**src/rtl/wb_trace_emitter_pkg.sv**
```systemverilog
// Shared types for the writeback trace path: the captured payload and its sizing.
package wb_trace_emitter_pkg;

   localparam int unsigned SEQ_W_DEF = 16;

   typedef struct packed {
      logic [31:0] inst;
      logic [31:0] alu;
      logic [31:0] wb;
      logic [4:0]  wa;
      logic        regwrite;
   } trace_payload_t;

   localparam int unsigned PAYLOAD_W = $bits(trace_payload_t);

endpackage

```
**src/rtl/wb_trace_emitter_fifo.sv**
```systemverilog
// Generic fall-through FIFO with separate occupancy counter and synchronous clear.
module wb_trace_emitter_fifo #(
   parameter int unsigned Width = 8,
   parameter int unsigned Depth = 8
) (
   input  logic                     clk,
   input  logic                     rst_n,
   input  logic                     clr_i,
   input  logic                     push_i,
   input  logic [Width-1:0]         wdata_i,
   input  logic                     pop_i,
   output logic [Width-1:0]         rdata_o,
   output logic                     full_o,
   output logic                     empty_o,
   output logic [$clog2(Depth):0]   level_o
);

   localparam int unsigned PtrW   = $clog2(Depth);
   localparam int unsigned LevelW = PtrW + 1;

   logic [Width-1:0]  mem_q [Depth];
   logic [PtrW-1:0]   wptr_q, wptr_d;
   logic [PtrW-1:0]   rptr_q, rptr_d;
   logic [LevelW-1:0] level_q, level_d;

   always_comb begin
      wptr_d  = wptr_q;
      rptr_d  = rptr_q;
      level_d = level_q;
      if (clr_i) begin
         wptr_d  = '0;
         rptr_d  = '0;
         level_d = '0;
      end else begin
         if (push_i) wptr_d = wptr_q + PtrW'(1);
         if (pop_i)  rptr_d = rptr_q + PtrW'(1);
         unique case ({push_i, pop_i})
            2'b10:   level_d = level_q + LevelW'(1);
            2'b01:   level_d = level_q - LevelW'(1);
            default: level_d = level_q;
         endcase
      end
   end

   always_ff @(posedge clk or negedge rst_n) begin
      if (!rst_n) begin
         wptr_q  <= '0;
         rptr_q  <= '0;
         level_q <= '0;
      end else begin
         wptr_q  <= wptr_d;
         rptr_q  <= rptr_d;
         level_q <= level_d;
      end
   end

   // Storage needs no reset: the head is masked to zero whenever empty.
   always_ff @(posedge clk) begin
      if (push_i && !clr_i) mem_q[wptr_q] <= wdata_i;
   end

   assign empty_o = (level_q == '0);
   assign full_o  = (level_q == LevelW'(Depth));
   assign level_o = level_q;
   assign rdata_o = empty_o ? '0 : mem_q[rptr_q];

endmodule

```
**src/rtl/wb_trace_emitter.sv**
```systemverilog
// Writeback trace producer: filters retiring events, tags them with a sequence
// number, buffers them and tracks events lost to back-pressure.
module wb_trace_emitter
   import wb_trace_emitter_pkg::*;
#(
   parameter int unsigned DEPTH     = 8,
   parameter int unsigned FILTER_RW = 0,
   parameter int unsigned SEQ_W     = SEQ_W_DEF
) (
   input  logic                     clk,
   input  logic                     rst_n,
   input  logic                     wb_valid_i,
   input  logic [31:0]              wb_inst_i,
   input  logic [31:0]              wb_alu_result_i,
   input  logic [31:0]              wb_data_i,
   input  logic [4:0]               wb_wa_i,
   input  logic                     wb_regwrite_i,
   input  logic                     trace_clr_i,
   output logic                     trace_valid_o,
   input  logic                     trace_ready_i,
   output logic [31:0]              trace_inst_o,
   output logic [31:0]              trace_alu_o,
   output logic [31:0]              trace_wb_o,
   output logic [4:0]               trace_wa_o,
   output logic                     trace_regwrite_o,
   output logic [SEQ_W-1:0]         trace_seq_o,
   output logic                     trace_overflow_o,
   output logic [SEQ_W-1:0]         trace_drops_o,
   output logic [$clog2(DEPTH):0]   trace_level_o
);

   localparam int unsigned RecW = PAYLOAD_W + SEQ_W;

   logic             cap, pop, push, drop, full, empty;
   logic [SEQ_W-1:0] seq_q, seq_d;
   logic [SEQ_W-1:0] drops_q, drops_d;
   logic             overflow_q, overflow_d;
   trace_payload_t   wr_pl, rd_pl;
   logic [RecW-1:0]  wr_rec, rd_rec;
   logic [SEQ_W-1:0] rd_seq;

   assign cap  = wb_valid_i & ((FILTER_RW != 0) ? wb_regwrite_i : 1'b1);
   assign pop  = trace_valid_o & trace_ready_i;
   // A pop in the same cycle frees the slot, so a full FIFO still accepts.
   assign push = cap & (!full | pop);
   assign drop = cap & full & !pop;

   always_comb begin
      seq_d      = seq_q;
      drops_d    = drops_q;
      overflow_d = overflow_q;
      if (trace_clr_i) begin
         seq_d      = '0;
         drops_d    = '0;
         overflow_d = 1'b0;
      end else begin
         if (cap) seq_d = seq_q + SEQ_W'(1);
         if (drop) begin
            overflow_d = 1'b1;
            if (drops_q != '1) drops_d = drops_q + SEQ_W'(1);
         end
      end
   end

   always_ff @(posedge clk or negedge rst_n) begin
      if (!rst_n) begin
         seq_q      <= '0;
         drops_q    <= '0;
         overflow_q <= 1'b0;
      end else begin
         seq_q      <= seq_d;
         drops_q    <= drops_d;
         overflow_q <= overflow_d;
      end
   end

   assign wr_pl = '{inst: wb_inst_i, alu: wb_alu_result_i, wb: wb_data_i,
                    wa: wb_wa_i, regwrite: wb_regwrite_i};
   assign wr_rec = {wr_pl, seq_q};

   wb_trace_emitter_fifo #(
      .Width (RecW),
      .Depth (DEPTH)
   ) u_fifo (
      .clk     (clk),
      .rst_n   (rst_n),
      .clr_i   (trace_clr_i),
      .push_i  (push),
      .wdata_i (wr_rec),
      .pop_i   (pop),
      .rdata_o (rd_rec),
      .full_o  (full),
      .empty_o (empty),
      .level_o (trace_level_o)
   );

   assign {rd_pl, rd_seq}  = rd_rec;
   assign trace_valid_o    = !empty;
   assign trace_inst_o     = rd_pl.inst;
   assign trace_alu_o      = rd_pl.alu;
   assign trace_wb_o       = rd_pl.wb;
   assign trace_wa_o       = rd_pl.wa;
   assign trace_regwrite_o = rd_pl.regwrite;
   assign trace_seq_o      = rd_seq;
   assign trace_overflow_o = overflow_q;
   assign trace_drops_o    = drops_q;

endmodule
```
**config.mk**
```make
export PLATFORM = sky130hd
export DESIGN_NAME = wb_trace_emitter
export DESIGN_NICKNAME = d
export VERILOG_FILES = /design/src/rtl/wb_trace_emitter_pkg.sv /design/src/rtl/wb_trace_emitter_fifo.sv /design/src/rtl/wb_trace_emitter.sv
export SDC_FILE = /design/constraint.sdc
export NUM_CORES = 1
export LEC_CHECK = 0
export CORE_MARGIN = 5
export CORE_UTILIZATION = 35
export CTS_CLUSTER_SIZE = 12
export DETAILED_ROUTE_END_ITERATION = 8
export SYNTH_ARGS = -nofsm -noshare
export SYNTH_HDL_FRONTEND = slang
export SYNTH_SLANG_ARGS = --single-unit
```
**constraint.sdc**
```tcl
create_clock -name clk -period 17.36 [get_ports clk]
set_clock_uncertainty 0.1 [all_clocks]
set_input_delay 3.472 -clock clk [delete_from_list [all_inputs] [get_ports clk]]
set_output_delay 3.472 -clock clk [all_outputs]
set_load 0.005 [all_outputs]
```
==> results of run 1 <==
state kept, by name (all words and copies together), names as in the netlist:
signal / cells
u_fifo.mem_q: 944
seq_q: 16
trace_drops_o: 16
u_fifo.wptr_q: 3
u_fifo.level_o: 4
u_fifo.rptr_q: 3
trace_overflow_o: 1
cells in the mapped netlist (2+ instances only):
master / instances
a21oi_1: 20
and3_1: 3
and3b_1: 2
and4_1: 2
buf_1: 24
buf_2: 31
buf_4: 2
clkbuf_1: 34
dfrtp_1: 43
edfxtp_1: 944
ha_1: 6
inv_1: 3
mux2_2: 4
mux2i_1: 121
mux4_2: 236
nand2_1: 13
nand2b_1: 3
nand3_1: 10
nand4_1: 10
nor2_1: 154
nor2b_1: 4
nor3_1: 7
nor4_1: 3
o21ai_0: 11
o31ai_1: 10
or3_1: 8
or3b_2: 2
or4_1: 11
xnor2_1: 10
xor2_1: 8
kinds of logic (layout without fill, tap and decap cells):
logic type,count (synthesis),count (layout)
buffers and inverters,96,465
AND/OR/NAND/NOR,237,237
AO/OA/AOI/OAI,49,49
XOR/XNOR,18,18
adder cells (fa/ha/maj),6,6
flip-flops,987,987
other,0,2
multiplexers,361,361
cell type report:
| class | instances | share of cell area |
|---|---|---|
| well taps | 1414 | 0.0388 |
| flip-flops and latches | 987 | 0.646 |
| inverters | 4 | 0.000330 |
| clock inverters | 53 | 0.0121 |
| repair buffers | 271 | 0.0597 |
| clock buffers | 137 | 0.0612 |
| multi-input cells | 671 | 0.182 |
| diodes | 2 | 0.000110 |
power breakdown:
group	total, W	internal, W	switching, W	leakage (nW)
registers	0.00271	0.00266	0.0000559	9.26
logic	0.00144	0.000763	0.000681	3.07
clock network	0.00213	0.00122	0.000917	1.60
total	0.00629	0.00464	0.00165	13.9
per-layer routing:
metal	global-route usage	vias up	routed length, um
met5	0	-	39
met4	0.0377	8	1750
met3	0.0331	124	4710
met2	0.238	405	41000
met1	0.195	9733	36300
li1	-	7855	-
through the flow:
stage          hold WS [ns]  instances   util
2_1_floorplan         0.386       1754      -
3_3_place_gp          0.396       3347  0.389
3_5_place_dp          0.394       3347  0.389
4_1_cts               0.455       3537  0.420
5_1_grt               0.483       3537  0.420
6_report              0.439       3539  0.420
worst reg2reg max path: cells and delay by family, from the launching register on:
family / cells / cell delay, ns
flops: 1 / 0.57
simple gates: 3 / 1.78
compound gates: 1 / 0.27
buf+inv: 1 / 0.90
path summary, 6_finish.rpt:
kind | from | endpoint | slack [ns]
setup / recovery | u_fifo.rptr_q[0]$_DFFE_PN0P_ | trace_inst_o[3] | 8.83
hold / removal | trace_overflow_o$_DFFE_PN0P_ | trace_overflow_o$_DFFE_PN0P_ | 0.44
setup reg to reg | u_fifo.level_o[0]$_DFFE_PN0P_ | u_fifo.mem_q[2][110]$_DFFE_PP_ | 13.30
hold reg to reg | trace_overflow_o$_DFFE_PN0P_ | trace_overflow_o$_DFFE_PN0P_ | 0.44
max in group asynchronous | rst_n | u_fifo.rptr_q[2]$_DFFE_PN0P_ | 13.44
min in group asynchronous | rst_n | trace_drops_o[4]$_DFFE_PN0P_ | 2.90
==> impl_metrics.env, run 1 <==
export IMPL_start_kind="flip-flop"
export IMPL_status="finished, final reports clean"
export IMPL_wire_per_inst_um=23.7
export IMPL_grt_max_degree=119
export IMPL_power_total_w=0.00629
export IMPL_synth_compound_area_frac=0.00809
export IMPL_fp_dieH_um=340
export IMPL_worst_slew_pin_transition_ns=1.15
export IMPL_clk_pin_slew_ns=0.06
export IMPL_min_path_cells=2
export IMPL_via_per_inst=5.12
export IMPL_fillCellCount=9393
export IMPL_wirelength_um=83800
export IMPL_grt_pass1_vias=19669
export IMPL_postCtsSetupRepairBufs=0
export IMPL_overflow=0
export IMPL_dp_hpwl_um=43400
export IMPL_ys_ff_latch=987
export IMPL_synth_cell_types=45
export IMPL_reg2reg_depth=5
export IMPL_synth_mux_area_frac=0.173
export IMPL_gp_congestion=0.723
export IMPL_avgSynthCellArea_um2=21.7
export IMPL_place_ws_ns=9.29
export IMPL_syn_num_nets=1867
export IMPL_drt_initial_drc_count=1243
export IMPL_cts_buffers=106
export IMPL_nets=2154
export IMPL_ir_drop_mv=0.106
export IMPL_crit_chain="buf_4 -> buf_4 -> mux4_2 -> mux2i_1 -> nor2_1 -> clkdlybuf4s50_1"
export IMPL_synth_top_cell_area_share=0.745
export IMPL_synth_cell_area_um2=38000
export IMPL_antenna_found_initial=6
export IMPL_post_route_min_period_ns=8.53
export IMPL_cp_max_fo=51
export IMPL_slew_viol_final=0
export IMPL_hold_violations=0
export IMPL_critPathMostFrequentCell="buf_4"
export IMPL_synth_edf_count=944
export IMPL_rows=121
export IMPL_setup_violations=0
export IMPL_p_leak_nw=13.9
export IMPL_synth_top_area_cell="edfxtp_1"
export IMPL_cts_tree="done"
export IMPL_die_area_um2=115000
export IMPL_fmaxAchievable_mhz=117
export IMPL_fin_tns_setup_ns=0
export IMPL_crit_required_ns=13.79
export IMPL_dpl_cell_area_um2=42200
export IMPL_mostFrequentLayoutCells="944 x edfxtp_1, 245 x clkdlybuf4s50_1, 236 x mux4_2, 147 x nor2_1, 121 x mux2i_1"
export IMPL_synth_area_leaders="edfxtp_1 75%, mux4_2 14%, mux2i_1 3.2%"
export IMPL_synth_top_family_by_area="multiplexers"
export IMPL_postSynthCellCount=1754
export IMPL_ctsRootBufferMaster="clkbuf_16"
export IMPL_ys_seq_area_frac=0.774
export IMPL_rsz0062_at_grt="no"
export IMPL_core_um2=108000
export IMPL_cts_hold_buf=0
export IMPL_crit_slowest_cell="dfrtp_4"
export IMPL_first_pass_iters=5
export IMPL_slew_headroom=0.231
export IMPL_grt_usage=0.144
export IMPL_synth_adder_area_share=0.00197
export IMPL_cellPowerDensity_nw_per_um2=138
export IMPL_io_buffers=246
export IMPL_synthFlopType="edfxtp_1"
export IMPL_ant_nets=0
export IMPL_endpoint_kind="primary output"
export IMPL_drc=0
export IMPL_maxCapViolCount=0
export IMPL_drive_above_1_share=0.201
export IMPL_cts_buffer_depth=3
export IMPL_synthArstFlopShare=0.0436
export IMPL_yosys_warnings=0
export IMPL_crit_family="buffers and inverters"
export IMPL_vias=18125
export IMPL_die_x_um=340
export IMPL_synth_simple_area_share=0.0286
export IMPL_worst_slack_ns=8.83
export IMPL_ctsHtreeMaxLevel=3
export IMPL_synth_xor_xnor_area_share=0.00414
export IMPL_layout_commonest_cell="edfxtp_1"
export IMPL_min_period_over_period=0.491
export IMPL_multi_input_area_um2=8270
export IMPL_post_cts_resized=0
export IMPL_grt_pass1_wl_um=127000
export IMPL_path_class="reg2out"
export IMPL_start_util=0.351
export IMPL_crit_buf_inv=3
export IMPL_ioPinCount=247
export IMPL_clk_insertion_delay_late_ns=0.66
export IMPL_critPathArrivalTime_ns=4.96
export IMPL_cts_sinks=987
export IMPL_critical_path_depth=6
export IMPL_fin_area_um2=45500
export IMPL_register_area_um2=29400
export IMPL_area_growth_pct=19.8
export IMPL_slowest_delay_ns=1.00
export IMPL_hold_class="reg2reg"
No activity file was read; power rests on OpenSTA's default activity.
==> run 2: changes to the inputs <==
Clock period 17.36 ns to 8.3 ns, I/O delays scaled along.
==> run 2 against run 1 <==
Effect of this change:
- via count decreased by 0.30%
- first-iteration DRC count decreased by 14%
- critical endpoint is now trace_wb_o[19]
- clock-buffer cell count decreased by 1
- highest routed layer unchanged
- wire length increased by 1.9%
- die area unchanged
- non-clock buffer count decreased by 2
- cell count about the same
- setup slack got worse by 6.2 ns
- utilization decreased by 0.077 points
- clock power increased by 100%
- design area decreased by 0.18%
==> impl_metrics.env, run 2 (synthesized netlist as in run 1, its figures left out) <==
export IMPL_gp_congestion=0.717
export IMPL_slew_headroom=0.301
export IMPL_hold_class="reg2reg"
export IMPL_clk_pin_slew_ns=0.06
export IMPL_slew_viol_final=0
export IMPL_fin_tns_setup_ns=0
export IMPL_largest_reg_flops=944
export IMPL_endpoint_kind="primary output"
export IMPL_drive_above_1_share=0.198
export IMPL_drt_initial_drc_count=1072
export IMPL_min_path_cells=2
export IMPL_cts_hold_buf=0
export IMPL_clk_insertion_delay_late_ns=0.66
export IMPL_io_buffers=246
export IMPL_fillCellCount=9350
export IMPL_critPathArrivalTime_ns=3.95
export IMPL_path_class="reg2out"
export IMPL_cts_buffer_depth=3
export IMPL_cts_sinks=987
export IMPL_wire_per_inst_um=24.1
export IMPL_start_kind="flip-flop"
export IMPL_ctsHtreeMaxLevel=3
export IMPL_postCtsSetupRepairBufs=0
export IMPL_rows=121
export IMPL_antenna_found_initial=11
export IMPL_status="finished, final reports clean"
export IMPL_layout_commonest_cell="edfxtp_1"
export IMPL_grt_max_degree=120
export IMPL_overflow=0
export IMPL_min_period_over_period=0.687
export IMPL_area_growth_pct=19.5
export IMPL_switching_share=0.261
export IMPL_whs_endpoint="trace_overflow_o$_DFFE_PN0P_"
export IMPL_crit_chain="buf_4 -> mux4_2 -> mux2i_1 -> nor2_1 -> clkdlybuf4s50_1"
export IMPL_worst_slew_pin_transition_ns=1.05
export IMPL_cellPowerDensity_nw_per_um2=287
export IMPL_drc=0
export IMPL_ant_nets=0
export IMPL_crit_family="buffers and inverters"
export IMPL_hold_violations=0
export IMPL_post_cts_resized=0
export IMPL_die_area_um2=115000
export IMPL_critPathLaunch="u_fifo.rptr_q[1]$_DFFE_PN0P_"
export IMPL_grt_pass1_wl_um=127000
export IMPL_dp_hpwl_um=43400
export IMPL_p_sw_w=0.00340
export IMPL_cts_buffers=106
export IMPL_via_per_inst=5.11
export IMPL_r2r_start="u_fifo.level_o[1]$_DFFE_PN0P_"
export IMPL_timing_reg2reg_setup_slack_ns=4.68
export IMPL_crit_buf_inv=2
export IMPL_p_clk_frac=0.330
export IMPL_cts_tree="done"
export IMPL_hold_start="trace_overflow_o$_DFFE_PN0P_"
export IMPL_ir_drop_mv=0.455
export IMPL_largest_register="u_fifo.mem_q"
export IMPL_crit_slowest_cell="dfrtp_4"
export IMPL_reg2reg_depth=5
export IMPL_crit_required_ns=6.54
export IMPL_grt_pass1_vias=19457
export IMPL_dpl_cell_area_um2=42300
export IMPL_maxCapViolCount=0
export IMPL_slowest_delay_ns=1.08
export IMPL_nets=2152
export IMPL_wirelength_um=85400
export IMPL_vias=18070
export IMPL_comb_power_share=0.235
export IMPL_setup_violations=0
export IMPL_start_util=0.351
export IMPL_seqPwrFrac=0.435
export IMPL_fp_dieH_um=340
export IMPL_fin_area_um2=45500
export IMPL_rsz0062_at_grt="no"
export IMPL_grt_usage=0.146
export IMPL_ioPinCount=247
export IMPL_mostFrequentLayoutCells="944 x edfxtp_1, 245 x clkdlybuf4s50_1, 236 x mux4_2, 147 x nor2_1, 121 x mux2i_1"
export IMPL_die_x_um=340
export IMPL_dp_cells=3345
export IMPL_cp_max_fo=63
export IMPL_core_um2=108000
export IMPL_first_pass_iters=5
export IMPL_p_leak_nw=13.9
export IMPL_ctsRootBufferMaster="clkbuf_16"
export IMPL_post_route_min_period_ns=5.71
export IMPL_fmaxAchievable_mhz=175
export IMPL_reg2reg_to="u_fifo.mem_q[3][68]$_DFFE_PP_"
export IMPL_p_int_w=0.00963
export IMPL_final_cells=3537
-- run 2: changes by cell type in the layout (fill, tap and decap cells not counted), moves of 4 or more --
cell       before  now
clkinv_2       12   16
buf_12          6   14
diode_2         2    6
buf_4          19    9
clkinv_16       5    0
-- run 2: per-stage QoR --
stage | hold WS [ns] | total power [W] | setup slack, ns | utilization
final | 0.451 | 0.0130 | 2.59 | 0.419
after global routing | 0.528 | 0.0136 | 2.27 | 0.419
after CTS | 0.454 | 0.0133 | 2.43 | 0.419
after detailed placement | 0.438 | 0.00894 | 2.85 | 0.390
after global placement | 0.420 | 0.00890 | 2.86 | 0.390
after floorplan | 0.386 | 0.00745 | 0.142 | -
-- run 2: final cells by class --
| cell class | instances | area, um^2 | area share |
|---|---|---|---|
| Clock buffer | 136 | 2810 | 0.0618 |
| Inverter | 4 | 15.0 | 0.000330 |
| Clock inverter | 50 | 339 | 0.00746 |
| Sequential cell | 987 | 29400 | 0.647 |
| Multi-Input combinational cell | 671 | 8280 | 0.182 |
| Antenna cell | 6 | 15.0 | 0.000330 |
| Tap cell | 1414 | 1770 | 0.0389 |
| Timing Repair Buffer | 269 | 2810 | 0.0617 |
-- run 2: power by group through the flow --
stage	Sequential, W	Combinational [W]	Clock, W
after floorplan	0.00570	0.00175	0
after global placement	0.00577	0.00314	0
after detailed placement	0.00578	0.00316	0
after CTS	0.00567	0.00318	0.00441
after global routing	0.00568	0.00333	0.00463
final	0.00567	0.00307	0.00430
-- run 2: worst max path at each step --
stage,endpoint,cells after the start,slack (ns)
final,trace_wb_o[19],5,2.59
after global routing,trace_alu_o[8],5,2.27
after CTS,trace_inst_o[22],5,2.43
after detailed placement,u_fifo.mem_q[4][45]$_DFFE_PP_,5,2.85
after global placement,u_fifo.mem_q[3][32]$_DFFE_PP_,5,2.86
after floorplan,u_fifo.mem_q[7][0]$_DFFE_PP_,4,0.14
-- run 2: tightest hold or removal path, cell delays in order (launching register included) --
cell     delay, ns
dfrtp_1       0.38
a21oi_1       0.05
nor2_1        0.08
-- run 2: layer usage --
layer | global-route usage | share of wire
met5 | 0 | 0.00086
met4 | 0.0346 | 0.019
met3 | 0.0396 | 0.059
met2 | 0.238 | 0.49
met1 | 0.197 | 0.44
==> run 3: changes to the inputs <==
Clock period 8.3 ns to 5.2 ns, I/O delays scaled along.
==> run 3 against run 2 <==
Effect of this change:
- clock power grew 59%
- global-route usage grew 0.14 points
- first-iteration DRC count grew 22%
- via count grew 0.58%
- critical endpoint is now trace_wb_o[22]
- highest routed layer unchanged
==> impl_metrics.env, run 3 (synthesized netlist as in run 1, its figures left out) <==
export IMPL_status="finished, final reports clean"
export IMPL_drc=0
export IMPL_layout_commonest_cell="edfxtp_1"
export IMPL_min_path_cells=2
export IMPL_crit_chain="buf_12 -> mux4_2 -> mux2i_1 -> nor2_1 -> clkdlybuf4s50_1"
export IMPL_area_growth_pct=20.5
export IMPL_slowest_delay_ns=0.84
export IMPL_ir_drop_mv=0.420
export IMPL_clk_insertion_delay_late_ns=0.67
export IMPL_crit_slowest_cell="dfrtp_4"
export IMPL_start_kind="flip-flop"
export IMPL_place_ws_ns=1.14
export IMPL_cellPowerDensity_nw_per_um2=457
export IMPL_vias=18175
export IMPL_rsz0062_at_grt="no"
export IMPL_wirelength_um=85900
export IMPL_ctsHtreeMaxLevel=3
export IMPL_start_util=0.351
export IMPL_ctsRootBufferMaster="clkbuf_16"
export IMPL_critical_path_depth=5
export IMPL_maxCapViolCount=0
export IMPL_cts_sinks=987
export IMPL_grt_pass1_wl_um=128000
export IMPL_p_leak_nw=14.0
export IMPL_io_buffers=246
export IMPL_fillCellCount=9352
export IMPL_path_class="reg2out"
export IMPL_post_cts_resized=0
export IMPL_largest_reg_flops=944
export IMPL_crit_buf_inv=2
export IMPL_post_route_min_period_ns=4.56
export IMPL_power_total_w=0.0209
export IMPL_first_pass_iters=5
export IMPL_mostFrequentLayoutCells="944 x edfxtp_1, 245 x clkdlybuf4s50_1, 236 x mux4_2, 147 x nor2_1, 121 x mux2i_1"
export IMPL_min_period_over_period=0.877
export IMPL_setup_violations=0
export IMPL_fin_tns_setup_ns=0
export IMPL_hold_violations=0
export IMPL_reg2reg_depth=5
export IMPL_drive_above_1_share=0.208
export IMPL_slew_headroom=0.312
export IMPL_worst_slack_ns=0.639
export IMPL_antenna_found_initial=16
export IMPL_overflow=0
export IMPL_cts_buffers=104
export IMPL_crit_required_ns=4.06
export IMPL_worst_slew_pin_transition_ns=1.03
export IMPL_hold_class="reg2reg"
export IMPL_register_area_um2=29400
export IMPL_critPathArrivalTime_ns=3.42
export IMPL_slew_viol_final=0
export IMPL_cp_max_fo=54
export IMPL_hold_slack_ns=0.440
export IMPL_core_um2=108000
export IMPL_postCtsSetupRepairBufs=0
export IMPL_largest_register="u_fifo.mem_q"
export IMPL_gp_congestion=0.724
export IMPL_via_per_inst=5.11
export IMPL_grt_pass1_vias=19598
export IMPL_endpoint_kind="primary output"
export IMPL_die_x_um=340
export IMPL_grt_max_degree=78
export IMPL_die_area_um2=115000
export IMPL_wire_per_inst_um=24.1
export IMPL_clk_pin_slew_ns=0.06
export IMPL_grt_usage=0.147
export IMPL_nets=2180
export IMPL_dp_hpwl_um=48300
export IMPL_fmaxAchievable_mhz=219
export IMPL_cts_hold_buf=0
export IMPL_cts_tree="done"
export IMPL_rows=121
export IMPL_drt_initial_drc_count=1312
export IMPL_cts_buffer_depth=3
export IMPL_ant_nets=0
export IMPL_ioPinCount=247
export IMPL_crit_family="buffers and inverters"
export IMPL_multi_input_area_um2=8280
export IMPL_fp_dieH_um=340
==> run 3: cell type report <==
class	instances	share of cell area
tap	1414	0.0386
sequential	987	0.642
inverter	4	0.000328
clock inverter	39	0.00715
timing repair buffer	299	0.0697
multi-input combinational	671	0.181
clock buffer	138	0.0609
antenna	6	0.000328
==> run 3: tightest hold or removal path, delay by kind of cell (launching register included) <==
family	cells	cell delay (ns)
AO/OA/AOI/OAI	1	0.05
flip-flops	1	0.37
AND/OR/NAND/NOR	1	0.08
==> run 3: power by group <==
group          internal [W]  total (W)  switching, W
Clock               0.00390    0.00684       0.00293
Sequential          0.00887    0.00902      0.000146
Combinational       0.00266    0.00507       0.00241
Total                0.0154     0.0209       0.00549
==> run 3: path summary, 6_finish.rpt <==
path | from | endpoint | slack (ns)
min reg2reg | trace_overflow_o$_DFFE_PN0P_ | trace_overflow_o$_DFFE_PN0P_ | 0.44
max | u_fifo.rptr_q[0]$_DFFE_PN0P_ | trace_wb_o[22] | 0.64
min in group asynchronous | rst_n | trace_drops_o[0]$_DFFE_PN0P_ | 0.45
max reg2reg | u_fifo.level_o[1]$_DFFE_PN0P_ | u_fifo.mem_q[7][29]$_DFFE_PP_ | 2.15
min | trace_overflow_o$_DFFE_PN0P_ | trace_overflow_o$_DFFE_PN0P_ | 0.44
max in group asynchronous | rst_n | u_fifo.rptr_q[1]$_DFFE_PN0P_ | 3.78
==> run 3: metrics by stage <==
step           instance area, um^2  std cells  utilization
2_1_floorplan                38100       1754            -
3_3_place_gp                 42700       3375        0.394
3_5_place_dp                 42700       3375        0.394
4_1_cts                      45800       3552        0.423
5_1_grt                      45800       3553        0.423
6_report                     45800       3558        0.423
==> run 3: metal layers <==
| metal | vias up | share of wire | GRT usage |
|---|---|---|---|
| met5 | - | 0.0014 | 0 |
| met1 | 9666 | 0.43 | 0.197 |
| li1 | 7887 | - | - |
| met3 | 131 | 0.071 | 0.0428 |
| met4 | 18 | 0.019 | 0.0385 |
| met2 | 473 | 0.48 | 0.239 |
